==> src/rtl/countdown_16.sv <==
// Loadable down-counter sequencer with a start/ready/done handshake, paced by en.
// Optional auto-reload of the last accepted load value: define COUNTDOWN_16_AUTORELOAD_EN.
module countdown_16 #(
    parameter int WIDTH = 4
) (
    input  logic             clk,
    input  logic             clr,
    input  logic             start,
    input  logic [WIDTH-1:0] load_val,
    input  logic             en,
`ifdef COUNTDOWN_16_AUTORELOAD_EN
    input  logic             reload,
`endif
    output logic [WIDTH-1:0] q,
    output logic             ready,
    output logic             busy,
    output logic             done
);

    typedef enum logic [1:0] {
        ST_IDLE = 2'd0,
        ST_RUN  = 2'd1,
        ST_DONE = 2'd2
    } state_t;

    localparam logic [WIDTH-1:0] ZERO = {WIDTH{1'b0}};
    localparam logic [WIDTH-1:0] ONE  = WIDTH'(1);

    state_t           state_r;
    state_t           state_s;
    logic [WIDTH-1:0] q_s;
`ifdef COUNTDOWN_16_AUTORELOAD_EN
    logic [WIDTH-1:0] store_r;
    logic [WIDTH-1:0] store_s;
`endif

    // Next-state and next-count decode
    always_comb begin
        state_s = state_r;
        q_s     = q;
`ifdef COUNTDOWN_16_AUTORELOAD_EN
        store_s = store_r;
`endif
        case (state_r)
            ST_IDLE, ST_DONE: begin
                if (start) begin
                    // A zero load skips RUN but still produces a done pulse
                    q_s     = load_val;
                    state_s = (load_val == ZERO) ? ST_DONE : ST_RUN;
`ifdef COUNTDOWN_16_AUTORELOAD_EN
                    store_s = load_val;
`endif
                end else if (state_r == ST_DONE) begin
`ifdef COUNTDOWN_16_AUTORELOAD_EN
                    if (reload) begin
                        q_s     = store_r;
                        state_s = (store_r == ZERO) ? ST_DONE : ST_RUN;
                    end else begin
                        state_s = ST_IDLE;
                    end
`else
                    state_s = ST_IDLE;
`endif
                end else begin
                    state_s = ST_IDLE;
                end
            end
            ST_RUN: begin
                // RUN always leaves at 1 -> 0, so q never wraps
                if (en) begin
                    q_s     = q - ONE;
                    state_s = (q == ONE) ? ST_DONE : ST_RUN;
                end else begin
                    state_s = ST_RUN;
                end
            end
            default: begin
                state_s = ST_IDLE;
                q_s     = ZERO;
            end
        endcase
    end

    // State, count and decoded handshake outputs, all registered
    always_ff @(posedge clk) begin
        if (clr) begin
            state_r <= ST_IDLE;
            q       <= ZERO;
            ready   <= 1'b1;
            busy    <= 1'b0;
            done    <= 1'b0;
`ifdef COUNTDOWN_16_AUTORELOAD_EN
            store_r <= ZERO;
`endif
        end else begin
            state_r <= state_s;
            q       <= q_s;
            ready   <= (state_s != ST_RUN);
            busy    <= (state_s == ST_RUN);
            done    <= (state_s == ST_DONE);
`ifdef COUNTDOWN_16_AUTORELOAD_EN
            store_r <= store_s;
`endif
        end
    end

endmodule

==> config.mk <==
export PLATFORM = sky130hd
export DESIGN_NAME = countdown_16
export DESIGN_NICKNAME = d
export VERILOG_FILES = /design/src/rtl/countdown_16.sv
export SDC_FILE = /design/constraint.sdc
export NUM_CORES = 1
export LEC_CHECK = 0
export BUFFER_PORTS_ARGS = -buffer_cell sky130_fd_sc_hd__buf_4
export CAP_MARGIN = 20
export CORE_AREA = 4 4 41 43
export CTS_BUF_LIST = sky130_fd_sc_hd__clkbuf_16
export CTS_CLUSTER_DIAMETER = 40
export DETAILED_ROUTE_END_ITERATION = 12
export DIE_AREA = 0 0 45 47
export GPL_TIMING_DRIVEN = 0
export PLACE_DENSITY_LB_ADDON = 0.1
export SETUP_SLACK_MARGIN = 0.3
export SYNTH_ARGS = -nofsm -noshare
export SYNTH_HDL_FRONTEND = slang
export SYNTH_SLANG_ARGS = --single-unit
export TNS_END_PERCENT = 5
==> constraint.sdc <==
create_clock -name clk -period 1.7 [get_ports clk]
set_input_delay 0.17 -clock clk [delete_from_list [all_inputs] [get_ports clk]]
set_output_delay 0.17 -clock clk [all_outputs]
set_load 0.01 [all_outputs]
# Word level (Yosys, flattened, before mapping)
# Index checks and enable logic that the tools add are counted.
[classes] addsub=1 n_eq_ne=8 n_mux=8 n_reduce_logical=4
[ops] operator="2-bit 2-to-1 mux" count=4
[ops] operator="4-bit 2-to-1 mux" count=2
[ops] operator="4-bit case mux with 2 select lines" count=1
[ops] operator="2-bit by 1-bit == test with 1-bit output, second input constant" count=2
[ops] operator="2-bit == test, second input constant" count=2
[ops] operator="4-bit by 1-bit == test with 1-bit output, second input constant" count=1
[ops] operator="4-bit logical NOT" count=1
[ops] operator="2-bit inequality test, second input constant" count=2
[ops] operator="2-bit case mux with 2 select lines" count=1
[ops] operator="4-bit by 1-bit subtractor with 4-bit output, second input constant" count=1
[ops] operator="2-bit logical NOT" count=1
[ops] operator="2-bit by 1-bit inequality test with 1-bit output, second input constant" count=1
[ops] operator="2-bit AND reduction" count=1
[ops] operator="2-bit OR reduction" count=1
[totals] ff_bits=9 input_bits=8 out_inout_bits=7 word_cells=26

# Depth between registers and ports, before layout
# Gate-level depths: netlist of run 1.
[logic_depth] depth_word=5 ltp_mapped=5 ltp_nobuf=5

# Worst setup path before layout of run 1
# Ideal clock, no wire load.
[synth_timing] kind="register to register" startpoint="register q[0]" endpoint="register q[1]" setup_time_ns=0.103 arrival_ns=1.263 t_required_ns=1.597 setup_slack_ns=0.333 stages_incl_launch_ff=6 path_buffers=0 synth_period_minus_slack_ns=1.367 path_cell_list="dfxtp_1 -> inv_1 -> ha_1 -> a21oi_1 -> nor2_1 -> a2111oi_2"
[synth_via] elab_chain_len=3
[synth_lines] element="start, declared" line_no="14" rtl="output logic [WIDTH-1:0] q,"
[synth_lines] element="start signal, assigned" line_no="97" rtl="q <= q_s;"
[synth_lines] element="4-bit by 1-bit subtractor with 4-bit output" line_no="71" rtl="q_s = q - ONE;"
[synth_lines] element="4-bit 2-to-1 mux" line_no="70" rtl="if (en) begin"
[synth_lines] element="4-bit case mux with 2 select lines" line_no="44" rtl="case (state_r)"
# Every way passes these cells. The select of a mux whose other input is x is not followed.
# A chain may end at the register's enable or synchronous reset.

# Worst setup path after layout of run 1
# Ends and elaborated chain as after synthesis.

==> results of run 1 <==
-- worst register-to-register path: cells and delay by family (launching register included) --
family | cells | cell delay (ns)
AOI/OAI and AO/OA | 2 | 0.41
buffers and inverters | 1 | 0.05
adders and majority gates | 1 | 0.29
and+or+nand+nor | 1 | 0.06
DFF | 1 | 0.36
-- layout by cell type (no fill, tap or decap), types with 2 or more instances in the layout --
cell type   n
and2b_1     2
buf_4      13
clkbuf_16   3
dfxtp_1     7
ha_1        2
inv_1       4
inv_2       2
nand2b_1    3
nor2_1      5
nor2b_1     2
o22ai_1     2
-- per-layer routing --
layer | share of wire (%) | GRT usage [%] | vias to the layer above
met5 | 0 | 0 | -
li1 | - | - | 218
met1 | 47 | 12.84 | 186
met2 | 40 | 17.80 | 34
met3 | 12 | 6.897 | 2
met4 | 0.91 | 5.263 | 0
-- sequential cells by signal, summed over array words and instances (netlist names) --
signal   count
ready        1
busy         1
done         1
q            4
state_r      2
-- power by group through the flow --
| stage | sequential [mW] | clock (mW) | combinational, mW |
|---|---|---|---|
| after detailed placement | 0.256 | 0 | 0.140 |
| final | 0.255 | 0.400 | 0.145 |
| after global placement | 0.256 | 0 | 0.140 |
| after global routing | 0.258 | 0.415 | 0.158 |
| after CTS | 0.254 | 0.409 | 0.141 |
| after floorplan | 0.259 | 0 | 0.0796 |
-- how the worst min path moves through the flow --
| stage | from | to | depth (start not counted) |
|---|---|---|---|
| floorplan | load_val[1] | q[1] | 2 |
| global placement | load_val[1] | q[1] | 3 |
| detailed placement | clr | state_r[1] | 2 |
| CTS | load_val[1] | q[1] | 3 |
| global route | clr | state_r[1] | 2 |
| finish | clr | done | 2 |
-- what timing repair did --
action                                  4_1_cts  5_1_grt
buffers inserted                              0        0
endpoints found under the setup margin        1        1
resized for setup                             3        3
pin swaps                                     0        2
hold endpoints to repair                      0        0
-- per-stage QoR --
stage	setup slack [ns]	power [mW]	hold WS, ns
CTS	0.3123	0.8044	0.3015
global route	0.3036	0.8314	0.3411
finish	0.4128	0.8000	0.3033
detailed placement	0.2354	0.3965	0.5431
global placement	0.2670	0.3961	0.5392
floorplan	0.3333	0.3386	0.3956
-- layout make-up --
type                    instances  area, µm²
clock inverters                 1      3.754
well taps                      15      18.77
plain buffers                   1      3.754
clock buffers                   3      75.07
multi-input cells              35      269.0
repair buffers                 13      97.59
flip-flops and latches          9      185.2
inverters                       5      18.77
fillers                       130      629.4
-- kinds of logic after synthesis --
kind of cell	share of synthesized area [%]
flip-flops	38.50
adder cells (fa/ha/maj)	5.347
buffers and inverters	4.812
AO/OA/AOI/OAI	25.67
AND/OR/NAND/NOR	25.67
==> reports/metrics.yaml, run 1 <==
outcome:
  status: "finished clean"
timing:
  finalSetupViolations: 0
  finalMaxSlewViolations: 0
  clock.fmax_ghz: 0.7769
  post-route-min-period_ns: 1.287
  worst_pin_slew_ns: 0.3903
  rsz0062_at_grt: "no"
  slew-limit-headroom_pct: 73.98
  finalCritPeriodShare_pct: 75.72
  final-hold-violation-count: 0
  setup_tns_ns: 0
  fin_skew_ns: 0.004043
grt:
  grt_pass1_wl_um: 1690
  grt_use_total_pct: 11.57
  grt_max_degree: 11
  gr-total-overflow: 0
  grt_pass1_vias: 413
  grt_antenna_before_repair: 0
clock_tree:
  cts_tree: "done"
  clk-insertion-delay-late_ns: 0.23
  holdBufCountCts: 0
  clk_pin_slew_ns: 0.04
  cts_inserted_buffers: 3
  cts_num_sinks: 9
  htreeDepth: 1
  cts_buffer_depth: 2
  cts_root_buf: "clkbuf_16"
layout:
  syn_to_final_growth_pct: 43.58
  layout-drive-gt1-share_pct: 38.81
  layoutNonFillerInstCount: 82
  design_area_um2: 671.9
  final_util_pct: 51.63
  num_antenna_cells: 0
  nNetsFinal: 78
drt:
  avgViaCountPerCell: 5.366
  wl_um: 1101
  first_pass_iters: 4
  avgRoutedWirePerCell_um: 13.43
  drc: 0
  ant_nets: 0
  drt-initial-drc-count: 15
  num_vias: 440
critical_path:
  cp-end-kind: "flip-flop"
  worstSetupPathType: "flip-flop to flip-flop"
  critical_path_depth: 5
  cp-start-kind: "flip-flop"
  arrival_ns: 1.40
  path_delay_family: "compound AO/OA/AOI/OAI gates"
  crit_start: "q[0]"
  reg2reg_to: "q[1]"
  cp_slowest_cell: "dfxtp_4"
  worstPathRequired_ns: 1.82
  critical_path.cell_chain: "inv_2 > ha_1 > a21oi_2 > nor2_1 > a2111oi_2"
  reg2reg_from: "q[0]"
  path_buf_inv: 1
  critPathCapture: "q[1]"
  r2r_setup_slack_ns: 0.41
  max_stage_delay_ns: 0.36
  cp_max_fo: 5
  rr_worst_depth: 5
synthesis:
  yosys-top-cells-count: "dfxtp_1 (9), inv_1 (5), nor2_1 (5)"
  syn_nets: 60
  synth.largest_area_cell: "dfxtp_1"
  synth_area_um2: 467.9
  ys_seq_area_share_pct: 38.50
  avgSynthCellArea_um2: 9.359
  ys_warn_count: 0
  synth_edf_count: 0
  synth-seq-cells: 9
  synth_top_area_share_pct: 38.50
  ys.flop_type: "dfxtp_1"
  synthCells: 50
  yosysMostFrequentCell: "dfxtp_1"
  synthTopCellsByArea: "dfxtp_1 (39%), ha_1 (5.3%), inv_1 (4.0%)"
  async_flop_share_pct: 0
  yosysUniqueCellTypes: 28
power:
  switching_share_pct: 23.09
  power_leakage_nw: 0.2766
  p_sw_mw: 0.1847
  powerDensity_mw_per_mm2: 1191
  seqPwrFrac_pct: 31.8
  combPwrFrac_pct: 18.1
  p_clk_share_pct: 50.1
  p_int_mw: 0.6153
  ir_drop_v: 0.0005389
place:
  gp_congestion: 0.8502
  io_buffers: 13
  placedInstanceArea_um2: 584.3
  dp_hpwl_um: 835.4
  dpl.cell_count: 78
die:
  std_cell_rows: 13
  coreArea_mm2: 0.001301
  die_h_um: 47
  start_util_pct: 35.96
  fp.dieW_um: 45
  boundaryPins: 15
  die-area_mm2: 0.002115
run:
  maxCapViolations: 0
hold_path:
  min_path_type: "input port to flip-flop"
Note: power is estimated with default switching activity, not from simulation.
==> inputs of run 2 (changes only) <==
- ABC_AREA: default -> 1
- clock period: 1.7 -> 1.3 ns (I/O delays scaled with it)
==> run 2 against run 1 <==
  * Final cell count up 26%
  * Non-clock buffer count up 3
  * Global-route usage up 2.0 points
  * Clock skew down 0.0036 ns
==> reports/metrics.yaml, run 2 <==
die:
  std_cell_rows: 13  # unchanged
  die-area_mm2: 0.002115  # unchanged
  boundaryPins: 15  # unchanged
  fp.dieW_um: 45  # unchanged
  die_h_um: 47  # unchanged
  coreArea_mm2: 0.001301  # unchanged
  start_util_pct: 36.25  # was 35.96%
synthesis:
  synthTopCellsByArea: "dfxtp_1 (38%), inv_1 (8.0%), nand2_1 (8.0%)"  # was dfxtp_1 (39%), ha_1 (5.3%), inv_1 (4.0%)
  yosys.area_share.simple_pct: 31.56  # was 25.67%
  syn_nets: 77  # was 60
  synth_top_family_by_area: "simple AND/OR/NAND/NOR gates"  # unchanged
  synth_compound_area_share_pct: 14.59  # was 25.67%
  synth-seq-cells: 9  # unchanged
  synthMuxAreaShare_pct: 0  # unchanged
  yosys-top-cells-count: "inv_1 (10), nand2_1 (10), dfxtp_1 (9), nor2_1 (9), nand3_1 (6)"  # was dfxtp_1 (9), inv_1 (5), nor2_1 (5)
  async_flop_share_pct: 0  # unchanged
  ys_seq_area_share_pct: 38.20  # was 38.50%
  synth_edf_count: 0  # unchanged
  synth_area_um2: 471.7  # was 467.9 µm²
  synth-xor-area-share_pct: 0  # unchanged
  synthCells: 67  # was 50
  ys.flop_type: "dfxtp_1"  # unchanged
  avgSynthCellArea_um2: 7.040  # was 9.359 µm²
  synth_top_area_share_pct: 38.20  # was 38.50%
  yosysUniqueCellTypes: 17  # was 28
  synth-adder-area-share_pct: 5.305  # was 5.348%
  synth.largest_area_cell: "dfxtp_1"  # unchanged
  ys_warn_count: 0  # unchanged
drt:
  ant_nets: 0  # unchanged
  highest_layer: "met4"  # unchanged
  wl_met1_um: 552  # was 515 µm
  wl_met2_um: 488  # was 441 µm
  first_pass_iters: 4  # unchanged
  avgRoutedWirePerCell_um: 11.02  # was 13.43 µm
  drt-initial-drc-count: 19  # was 15
  avgViaCountPerCell: 4.748  # was 5.366
  wl_um: 1135  # was 1101 µm
  drc: 0  # unchanged
  num_vias: 489  # was 440
  wl_met3_um: 66  # was 134 µm
timing:
  fin_skew_ns: 0.0004480  # was 0.004043 ns
  rsz0062_at_grt: "yes"  # was no
  clock.fmax_ghz: 0.9935  # was 0.7769 GHz
  finalSetupViolations: 0  # unchanged
  worst_pin_slew_ns: 0.1977  # was 0.3903 ns
  finalMaxSlewViolations: 0  # unchanged
  final-hold-violation-count: 0  # unchanged
  slew-limit-headroom_pct: 86.80  # was 73.98%
  finalCritPeriodShare_pct: 77.43  # was 75.72%
  setup_tns_ns: 0  # unchanged
  post-route-min-period_ns: 1.007  # was 1.287 ns
power:
  p_int_mw: 0.8193  # was 0.6153 mW
  switching_share_pct: 25.44  # was 23.09%
  seqPwrFrac_pct: 30.2  # was 31.8%
  p_sw_mw: 0.2796  # was 0.1847 mW
  powerDensity_mw_per_mm2: 1484  # was 1191 mW/mm²
  power_mw: 1.099  # was 0.8000 mW
  ir_drop_v: 0.0007338  # was 0.0005389 V
  combPwrFrac_pct: 21.6  # was 18.1%
  p_clk_share_pct: 48.1  # was 50.1%
  power_leakage_nw: 0.3528  # was 0.2766 nW
critical_path:
  crit_start: "q[0]"  # unchanged
  cp_max_fo: 3  # was 5
  worstSetupPathType: "flip-flop to flip-flop"  # unchanged
  cp-end-kind: "flip-flop"  # unchanged
  cp-start-kind: "flip-flop"  # unchanged
  worstPathRequired_ns: 1.42  # was 1.82 ns
  arrival_ns: 1.13  # was 1.40 ns
  reg2reg_from: "q[0]"  # unchanged
layout:
  syn_to_final_growth_pct: 57.03  # was 43.58%
  largest_reg_flops: 4  # unchanged
  fillers: 137  # was 130
  final_cell_mix: "buf_4 (17), nand2_1 (10), inv_1 (8), nor2_1 (8), dfxtp_1 (6)"  # was buf_4 (13), dfxtp_1 (7), nor2_1 (5), inv_1 (4)
  top_register: "q"  # unchanged
  reg_top3: "q (4), state_r (2)"  # unchanged
  nNetsFinal: 99  # was 78
  num_antenna_cells: 0  # unchanged
  final_common_cell: "buf_4"  # unchanged
  layout-drive-gt1-share_pct: 44.32  # was 38.81%
grt:
  grt_pass1_vias: 469  # was 413
  grt_pass1_wl_um: 1959  # was 1690 µm
  grt_antenna_before_repair: 0  # unchanged
  grt_max_degree: 7  # was 11
  grt_use_total_pct: 13.55  # was 11.57%
  gr-total-overflow: 0  # unchanged
clock_tree:
  htreeDepth: 1  # unchanged
  cts_num_sinks: 9  # unchanged
  cts_root_buf: "clkbuf_16"  # unchanged
  cts_buffer_depth: 2  # unchanged
  clk-insertion-delay-late_ns: 0.23  # about the same
  clk_pin_slew_ns: 0.04  # about the same
  cts_tree: "done"  # unchanged
  cts_inserted_buffers: 3  # unchanged
hold_path:
  min_path_type: "input port to flip-flop"  # unchanged
  hold_path_startpoint: "clr"  # unchanged
place:
  io_buffers: 14  # was 13
  gp_congestion: 0.7985  # was 0.8502
  dp_hpwl_um: 859.2  # was 835.4 µm
run:
  maxCapViolations: 0  # unchanged
outcome:
  status: "finished clean"  # unchanged
## run 2: changes by cell type after synthesis, moves of 3 or more
| cell | delta |
|---|---|
| a21oi_1 | +3 |
| inv_1 | +5 |
| inv_2 | +3 |
| nand2_1 | +10 |
| nand2b_1 | -3 |
| nand3_1 | +6 |
| nor2_1 | +4 |
| o21ai_1 | +4 |
## run 2: metal layers
metal	track usage, %	up-vias
li1	-	256
met1	17.43	215
met2	18.36	14
met3	4.598	4
met4	10.53	0
met5	0	-
## run 2: power by group through the flow
stage | combinational [mW] | sequential, mW | clock, mW
after floorplan | 0.114 | 0.340 | 0
after global placement | 0.198 | 0.334 | 0
after detailed placement | 0.200 | 0.333 | 0
after CTS | 0.235 | 0.329 | 0.539
after global routing | 0.272 | 0.336 | 0.563
final | 0.238 | 0.332 | 0.529
## run 2: final timing paths
check             cells past startpoint    endpoint  slack, ns
hold / removal                        2  state_r[0]       0.09
setup / recovery                      8        q[2]       0.29
setup reg to reg                      8        q[2]       0.29
hold reg to reg                       2        q[2]       0.59
## run 2: cells by family after synthesis
family / count (synthesis)
AND/OR/NAND/NOR: 31
buffers and inverters: 13
AO/OA/AOI/OAI: 12
flip-flops: 9
adder cells (fa/ha/maj): 2
## run 2: what timing repair did
item,4_1_cts,5_1_grt
pin swaps,6,3
setup endpoints to repair,3,8
setup buffers,3,0
hold buffers,0,0
gates resized for setup,7,3
gates cloned,0,0
## run 2: layout make-up
class	instances	area, µm²	area share [%]
Clock buffer	3	75.07	10.14
Clock inverter	1	3.754	0.5068
Inverter	13	53.80	7.264
Multi-Input combinational cell	45	275.3	37.16
Sequential cell	9	186.4	25.17
Tap cell	15	18.77	2.534
Timing Repair Buffer	17	127.6	17.23
## run 2: worst max-delay path, stage by stage (launching register included)
cell and delay, ns:
dfxtp_4 0.38, inv_4 0.04, ha_4 0.15, inv_2 0.04, nand2_1 0.04, nand3_1 0.08, nand2_1 0.05, nor2_1 0.08
nor2_1 0.04
## run 2: stage by stage
stage / area (µm²) / hold WS [ns] / setup WS [ns] / util (%) / std cells
2_1_floorplan: 479.2 / 0.1983 / 0.2863 / - / 67
3_3_place_gp: 603.1 / 0.3311 / 0.2504 / 46.35 / 96
4_1_cts: 725.7 / 0.08412 / 0.2901 / 55.77 / 103
3_5_place_dp: 603.1 / 0.3337 / 0.2517 / 46.35 / 96
5_1_grt: 740.7 / 0.1009 / 0.2379 / 56.92 / 103
6_report: 740.7 / 0.08580 / 0.2934 / 56.92 / 103
==> inputs of run 3 (changes only) <==
- ABC_AREA: 1 -> 0
- clock period: 1.3 -> 0.96 ns (I/O delays scaled with it)
==> run 3 against run 2 <==
  * The flow now finishes with violations (negative setup slack)
  * Via count down 11%
  * Combinational power up 47%
  * Global-route usage down 1.0 points
==> reports/metrics.yaml, run 3 (synthesized netlist as in run 1, its figures left out) <==
critical_path:
  critical_path.cell_chain: "buf_6 > ha_4 > and4bb_2 > o22ai_2 > nor2b_1"  # was inv_4 > ha_4 > inv_2 > nand2_1 > nand3_1 > nand2_1 > nor2_1 > nor2_1
  reg2reg_to: "state_r[0]"  # was q[2]
  r2r_setup_slack_ns: -0.25  # was 0.29 ns
  path_buf_inv: 1  # was 2
  worstSetupPathType: "flip-flop to flip-flop"  # unchanged
  worstPathRequired_ns: 1.12  # was 1.42 ns
  path_delay_family: "simple AND/OR/NAND/NOR gates"  # was flip-flops
  rr_worst_depth: 5  # was 8
  max_stage_delay_ns: 0.35  # was 0.38 ns
  arrival_ns: 1.37  # was 1.13 ns
  cp-end-kind: "flip-flop"  # unchanged
  cp_slowest_cell: "dfxtp_4"  # unchanged
  reg2reg_from: "q[0]"  # unchanged
  cp-start-kind: "flip-flop"  # unchanged
  cp_max_fo: 4  # was 3
clock_tree:
  cts_num_sinks: 9  # unchanged
  cts_buffer_depth: 2  # unchanged
  cts_tree: "done"  # unchanged
  clk-insertion-delay-late_ns: 0.23  # about the same
  htreeDepth: 1  # unchanged
  cts_root_buf: "clkbuf_16"  # unchanged
  cts_inserted_buffers: 3  # unchanged
  holdBufCountCts: 0  # unchanged
  clk_pin_slew_ns: 0.04  # about the same
layout:
  nNetsFinal: 81  # was 99
  syn_to_final_growth_pct: 70.32  # was 57.03%
  top_register: "q"  # unchanged
  largest_reg_flops: 4  # unchanged
  layoutNonFillerInstCount: 85  # was 103
  final_cell_mix: "buf_4 (9), buf_6 (7), nor2_1 (4), inv_1 (4), dfxtp_1 (4)"  # was buf_4 (17), nand2_1 (10), inv_1 (8), nor2_1 (8), dfxtp_1 (6)
  num_antenna_cells: 0  # unchanged
  reg_top3: "q (4), state_r (2)"  # unchanged
  layout-drive-gt1-share_pct: 55.71  # was 44.32%
  design_area_um2: 797.0  # was 740.7 µm²
  final_common_cell: "buf_4"  # unchanged
timing:
  worst_pin_slew_ns: 0.5043  # was 0.1977 ns
  finalCritPeriodShare_pct: 126.1  # was 77.43%
  rsz0062_at_grt: "yes"  # unchanged
  post-route-min-period_ns: 1.210  # was 1.007 ns
  finalMaxSlewViolations: 0  # unchanged
  final-hold-violation-count: 0  # unchanged
  finalSetupViolations: 9  # was 0
  clock.fmax_ghz: 0.8262  # was 0.9935 GHz
  holdWs_ns: 0.2398  # was 0.08580 ns
  fin_skew_ns: 0.003365  # was 0.0004480 ns
  fin_ws_ns: -0.2503  # was 0.2934 ns
  slew-limit-headroom_pct: 66.07  # was 86.80%
grt:
  grt_max_degree: 11  # was 7
  grt_use_total_pct: 12.53  # was 13.55%
  grt_pass1_vias: 437  # was 469
  grt_antenna_before_repair: 0  # unchanged
  gr-total-overflow: 0  # unchanged
  grt_pass1_wl_um: 1883  # was 1959 µm
power:
  powerDensity_mw_per_mm2: 1905  # was 1484 mW/mm²
  power_leakage_nw: 0.3100  # was 0.3528 nW
  ir_drop_v: 0.001620  # was 0.0007338 V
  power_mw: 1.518  # was 1.099 mW
die:
  std_cell_rows: 13  # unchanged
  die-area_mm2: 0.002115  # unchanged
  start_util_pct: 35.96  # was 36.25%
  fp.dieW_um: 45  # unchanged
  die_h_um: 47  # unchanged
  coreArea_mm2: 0.001301  # unchanged
  boundaryPins: 15  # unchanged
place:
  dpl.cell_count: 78  # was 96
  gp_congestion: 0.8363  # was 0.7985
  io_buffers: 13  # was 14
  placedInstanceArea_um2: 600.6  # was 603.1 µm²
  pre_cts_ws_ns: -0.2819  # was 0.2517 ns
  dp_hpwl_um: 831.4  # was 859.2 µm
outcome:
  violations: "negative setup slack"
  status: "complete, but fails checks"  # was finished clean
drt:
  avgRoutedWirePerCell_um: 13.72  # was 11.02 µm
  avgViaCountPerCell: 5.118  # was 4.748
  wl_um: 1166  # was 1135 µm
  ant_nets: 0  # unchanged
  drc: 0  # unchanged
  num_vias: 435  # was 489
  drt-initial-drc-count: 20  # was 19
  first_pass_iters: 4  # unchanged
run:
  maxCapViolations: 0  # unchanged
hold_path:
  holdPathStages: 2  # unchanged
  min_path_type: "input port to flip-flop"  # unchanged
  hold_end: "state_r[1]"  # was state_r[0]
  hold_path_startpoint: "clr"  # unchanged
run 3: cell count changes in the layout (fill, tap and decap cells not counted), moves of 4 or more:
| cell | delta |
|---|---|
| inv_2 | -4 |
| buf_4 | -8 |
| nor2_1 | -4 |
| inv_1 | -4 |
| nand3_1 | -5 |
| nand2_1 | -10 |
| o21ai_1 | -5 |
| buf_6 | +7 |
| a21oi_1 | -4 |
run 3: layout make-up:
type / count / area, µm²
fillers: 106 / 504.2
flip-flops and latches: 9 / 193.9
multi-input cells: 35 / 331.6
inverters: 5 / 23.77
clock inverters: 1 / 3.754
well taps: 15 / 18.77
clock buffers: 3 / 75.07
repair buffers: 16 / 146.4
plain buffers: 1 / 3.754
run 3: metal layers:
layer  global-route usage [%]  vias to the layer above  share of wire [%]
li1                         -                      225                  -
met1                    14.25                      185                 45
met2                    20.90                       23                 44
met3                    8.046                        2                 10
met4                   0.5848                        0               0.86
met5                        0                        -                  0
run 3: worst max path at each step:
stage,startpoint,to,slack (ns),cells after the start
finish,q[0],state_r[0],-0.25,5
floorplan,q[0],q[1],-0.17,5
global placement,state_r[0],q[0],-0.28,3
detailed placement,q[0],q[1],-0.28,5
CTS,q[0],q[1],-0.27,5
global route,q[0],busy,-0.31,5
run 3: what timing repair did:
action | in CTS | in global routing
setup buffers | 3 | 0
endpoints found under the setup margin | 16 | 16
pin swaps | 4 | 4
resized for setup | 11 | 12
run 3: power by group:
group	switching [mW]	internal, mW	total (mW)
registers	0.0415	0.414	0.455
logic	0.156	0.194	0.351
clock network	0.169	0.543	0.713
total	0.367	1.15	1.52
run 3: metrics by stage:
| stage | TNS (ns) | util [%] |
|---|---|---|
| after global placement | -1.923 | 46.15 |
| after global routing | -2.225 | 61.25 |
| final | -1.784 | 61.25 |
| after CTS | -1.971 | 57.21 |
| after detailed placement | -1.877 | 46.15 |
| after floorplan | -1.152 | - |
